--- config.mk ---
export PLATFORM = sky130hd
export DESIGN_NAME = icache_direct_mapped
export DESIGN_NICKNAME = d
export VERILOG_FILES = /design/src/rtl/icache_direct_mapped.sv
export SDC_FILE = /design/constraint.sdc
export NUM_CORES = 2
export LEC_CHECK = 0
export CORE_MARGIN = 4
export CORE_UTILIZATION = 45
export CTS_CLUSTER_DIAMETER = 100
export CTS_CLUSTER_SIZE = 10
export DETAILED_ROUTE_END_ITERATION = 6
export RECOVER_POWER = 25
export SETUP_SLACK_MARGIN = 0.02
export SLEW_MARGIN = 20
export SYNTH_ARGS = -nofsm -noshare
export SYNTH_HDL_FRONTEND = slang
export SYNTH_MEMORY_MAX_BITS = 65536
export SYNTH_SLANG_ARGS = --single-unit
--- constraint.sdc ---
create_clock -name clk -period 32.9 [get_ports clk]
set_input_delay 3.29 -clock clk [delete_from_list [all_inputs] [get_ports clk]]
set_output_delay 3.29 -clock clk [all_outputs]
set_load 0.05 [all_outputs]
--- src/rtl/icache_direct_mapped.sv ---
// Blocking read-only direct-mapped instruction cache, 256-bit lines, flop storage.
// One fetch in flight; misses pull a full line from the cacheline adaptor.
module icache_direct_mapped #(
    parameter int SETS = 16
) (
    input  logic         clk,
    input  logic         rst,
    input  logic         ufp_read,
    input  logic [31:0]  ufp_addr,
    input  logic         kill,
    output logic [31:0]  ufp_rdata,
    output logic         ufp_resp,
    output logic [31:0]  dfp_addr,
    output logic         dfp_read,
    input  logic [255:0] dfp_rdata,
    input  logic         dfp_resp
);
    localparam int IDX_W = $clog2(SETS);
    localparam int TAG_W = 27 - IDX_W;

    typedef enum logic [1:0] {IDLE, LOOKUP, FILL} state_t;

    state_t             state;
    state_t             next_state;
    logic [31:0]        req_addr;
    logic               drop;
    logic [SETS-1:0]    valid;
    logic [TAG_W-1:0]   tags  [SETS];
    logic [255:0]       lines [SETS];

    logic [IDX_W-1:0]   idx;
    logic [TAG_W-1:0]   req_tag;
    logic [2:0]         word;
    logic               hit;
    logic               latch;
    logic               install;

    assign idx     = req_addr[5 +: IDX_W];
    assign req_tag = req_addr[31 -: TAG_W];
    assign word    = req_addr[4:2];
    assign hit     = valid[idx] && (tags[idx] == req_tag);

    // A new address is taken from IDLE, or from LOOKUP once the current fetch is done or killed.
    assign latch   = ufp_read && ((state == IDLE) || ((state == LOOKUP) && (kill || hit)));
    assign install = (state == FILL) && dfp_resp;

    always_ff @(posedge clk) begin
        if (rst) state <= IDLE;
        else     state <= next_state;
    end

    always_comb begin
        next_state = state;
        case (state)
            IDLE:    if (ufp_read) next_state = LOOKUP;
            LOOKUP: begin
                if (kill || hit) next_state = ufp_read ? LOOKUP : IDLE;
                else             next_state = FILL;
            end
            FILL: begin
                if (dfp_resp) next_state = (!kill && !drop) ? LOOKUP : IDLE;
            end
            default: next_state = IDLE;
        endcase
    end

    always_comb begin
        ufp_resp  = 1'b0;
        ufp_rdata = '0;
        dfp_read  = 1'b0;
        dfp_addr  = '0;
        if (!rst) begin
            case (state)
                LOOKUP: begin
                    if (hit && !kill) begin
                        ufp_resp  = 1'b1;
                        ufp_rdata = lines[idx][{word, 5'b00000} +: 32];
                    end
                end
                FILL: begin
                    dfp_read = 1'b1;
                    dfp_addr = {req_addr[31:5], 5'b00000};
                end
                default: ;
            endcase
        end
    end

    always_ff @(posedge clk) begin
        if (rst) begin
            req_addr <= '0;
            drop     <= 1'b0;
            valid    <= '0;
        end else begin
            if (latch) begin
                req_addr <= ufp_addr;
                drop     <= 1'b0;
            end
            // A kill cannot abort the adaptor, so remember it until the fill lands.
            if (state == FILL) begin
                if (dfp_resp) begin
                    valid[idx] <= 1'b1;
                    drop       <= 1'b0;
                end else if (kill) begin
                    drop <= 1'b1;
                end
            end
        end
    end

    always_ff @(posedge clk) begin
        if (install) begin
            tags[idx]  <= req_tag;
            lines[idx] <= dfp_rdata;
        end
    end

    always_ff @(posedge clk) begin
        if (!rst && state == FILL)   assert (!ufp_read);
        if (!rst && state == LOOKUP) assert (req_addr[1:0] == 2'b00);
    end
endmodule
==> flow_summary.toml <==
[setup_path]
cp_data_required_time_ns = 29.61
cp-end-kind = "primary output"
path_depth = 12
ff2ff_setup_slack_ns = 25.85
endpoint = "ufp_rdata[13]"
path_delay_family = "buffers and inverters"
crit_arrival_ns = 9.60
critPathSlowestCell = "dfxtp_4"
crit_path_cell_trace = "buf_4, buf_4, buf_4, buf_4, buf_4, buf_4, mux4_2, mux4_2, mux4_2, mux2i_1, nor2_1, clkdlybuf4s50_1"
rr_worst_depth = 12
critPathBufInv = 7
path_common_cell = "buf_4"
slowest_delay_ns = 0.98
crit_type = "reg2out"
crit_path_max_fanout = 47
worst_setup_path_start_kind = "flip-flop"

[clock_network]
cts_buffers = 523
ctsHoldBuffers = 0
cts_tree = "done"
htreeDepth = 6
clock_path_buffers = 4
clk_pin_slew_ns = 0.06
cts_resized = 0
worst_skew_pair.late_latency_ns = 1.02
clockRootBuffer = "clkbuf_16"
clkSinkCount = 4517
postCtsSetupBuffers = 0

[grt]
grt_pass1_vias = 80061
grt_max_degree = 151
grt_pass1_wl_microns = 620000
globalRouteOverflowTotal = 0
antenna_found_initial = 187
grtUsageTotal = 0.223

[die]
die_h_microns = 627
die_w_microns = 627
dieArea_sq_um = 393000
num_io_pins = 359
fp-row-count = 226
initial_core_util = 0.453
core-area_sq_um = 380000

[timing]
max_freq_ghz = 0.0776
maxSlewHeadroom = 0.208
final.setup.worst_slack_ns = 20.01
tightest_slew_ns = 1.19
setup_tns_ns = 0
finClkSkew_ns = 0.0473
finalSetupViolations = 0
hold_viol = 0
period_share = 0.392
rsz0062_at_grt = "no"
fin_crit_ns = 12.89
slew_violations = 0

[power]
peakVddDrop_mv = 0.0551
p_seq_frac = 0.526
cellInternalPower_mw = 9.57
clkPwrFrac = 0.414
power_density_nw_per_um2 = 61.7
power_leakage_nw = 59.3
comb_power_share = 0.060
swShare = 0.210
switching_power_mw = 2.54

[placement]
portBuffers = 351
dpl.hpwl_microns = 238000
place_congestion = 0.782
placedCellCount = 11947
dp_slack_ns = 20.72

[finish]
fillCellCount = 28885
nNetsFinal = 7749
utilization = 0.517
seqCellArea_sq_um = 135000
multi_input_area_sq_um = 35500
syn2layout_area_growth_pct = 13.9
layout.cells.non_filler = 12618
drive_above_1_share = 0.295

[drt]
routed_wl_microns = 440000
via_per_inst = 6.19
drc = 0
vias = 78047
drt-initial-drc-count = 8979
ant_nets = 0
routedWlPerCell_microns = 34.8
dr.pass1.iters = 5

[synthesis]
postSynthAreaPerCell_sq_um = 25.5
synth_top_cell_area_share = 0.778
yosysMostFrequentCell = "edfxtp_1"
yosysTopAreaCell = "edfxtp_1"
yosysSeqAreaShare = 0.784
synth_ff_type = "edfxtp_1"
yosysWarningCount = 0
syn_area_sq_um = 172000
synthTopCellsByCount = "edfxtp_1 (4464), mux4_2 (1422), clkbuf_1 (153)"
syn_inst = 6758
async_flop_share = 0
synth_edf_count = 4464
synth-seq-cells = 4517
ys_top_cells_by_area = "edfxtp_1 (78%), mux4_2 (19%), dfxtp_1 (0.62%), mux2i_1 (0.60%), buf_2 (0.40%)"
ys_types = 56

[flow_run]
cap_violations = 0

[status]
status = "completed"

[min_path]
hold_class = "reg2reg"
==> power groups by stage <==
stage / logic [mW] / registers, mW / clock network [mW]
after floorplan: 0.439 / 6.48 / 0
after global placement: 0.731 / 6.48 / 0
after detailed placement: 0.741 / 6.48 / 0
after CTS: 0.743 / 6.37 / 5.13
after global routing: 0.769 / 6.36 / 5.36
final: 0.725 / 6.37 / 5.02
==> logic make-up (layout without fill, tap and decap cells) <==
logic type             count (synthesis)  in the layout  synth area share
buffers and inverters                375           1145            0.0105
AO/OA/AOI/OAI                         44             44           0.00178
AND/OR/NAND/NOR                      243            243           0.00746
flip-flops                          4517           4517             0.784
other                                  1             75         0.0000218
XOR/XNOR                              29             29           0.00147
multiplexers                        1549           1549             0.195
==> flip-flops by register name, summed over array words and instances, names as in the netlist, named ones only <==
name      cells
drop          1
lines      4096
req_addr     30
state         2
tags        368
valid        16
==> area by class of cell <==
class                           instances  area share
Antenna cell                           70    0.000892
Clock inverter                         44     0.00304
Multi-Input combinational cell       1870       0.181
Timing Repair Buffer                  536      0.0258
Sequential cell                      4517       0.688
Clock buffer                          557      0.0689
Tap cell                             5016      0.0320
Inverter                                8    0.000191
==> per-layer routing <==
metal / vias up / global-route usage / routed length, microns
met4: 58 / 0.0629 / 12700
met3: 731 / 0.0495 / 36200
met2: 3218 / 0.346 / 209000
li1: 30756 / - / -
met5: - / 0 / 362
met1: 43284 / 0.323 / 181000
==> metrics by stage <==
step	hold WS, ns	cell area [sq um]	total power, mW
6_report	0.477	196000	12.1
3_3_place_gp	0.469	182000	7.21
3_5_place_dp	0.459	182000	7.22
4_1_cts	0.471	196000	12.2
5_1_grt	0.497	196000	12.5
2_1_floorplan	0.435	172000	6.92
==> cell usage in the layout (no fill, tap or decap), types with 27 or more instances in the layout <==
cell type	instances
clkbuf_16	538
clkdlybuf4s50_1	209
edfxtp_1	4464
nand2b_1	59
diode_2	70
mux2i_1	104
clkbuf_1	27
dlygate4sd3_1	141
nor2_1	75
dfxtp_1	46
buf_4	161
mux4_2	1422
==> how the worst min path moves through the flow <==
stage               depth (start not counted)                   start  slack (ns)                endpoint
floorplan                                   2  valid[10]$_SDFFE_PP0P_        0.43  valid[10]$_SDFFE_PP0P_
global placement                            2  valid[10]$_SDFFE_PP0P_        0.47  valid[10]$_SDFFE_PP0P_
detailed placement                          2  valid[11]$_SDFFE_PP0P_        0.46  valid[11]$_SDFFE_PP0P_
CTS                                         2  valid[11]$_SDFFE_PP0P_        0.47  valid[11]$_SDFFE_PP0P_
global route                                2  valid[11]$_SDFFE_PP0P_        0.50  valid[11]$_SDFFE_PP0P_
finish                                      2   valid[0]$_SDFFE_PP0P_        0.48   valid[0]$_SDFFE_PP0P_
==> worst min-delay path, cell delays in order (launching register included) <==
cell,delay (ns)
dfxtp_1,0.33
nor2_1,0.05
nor2_1,0.07
Power figures use the tool's default switching activity.
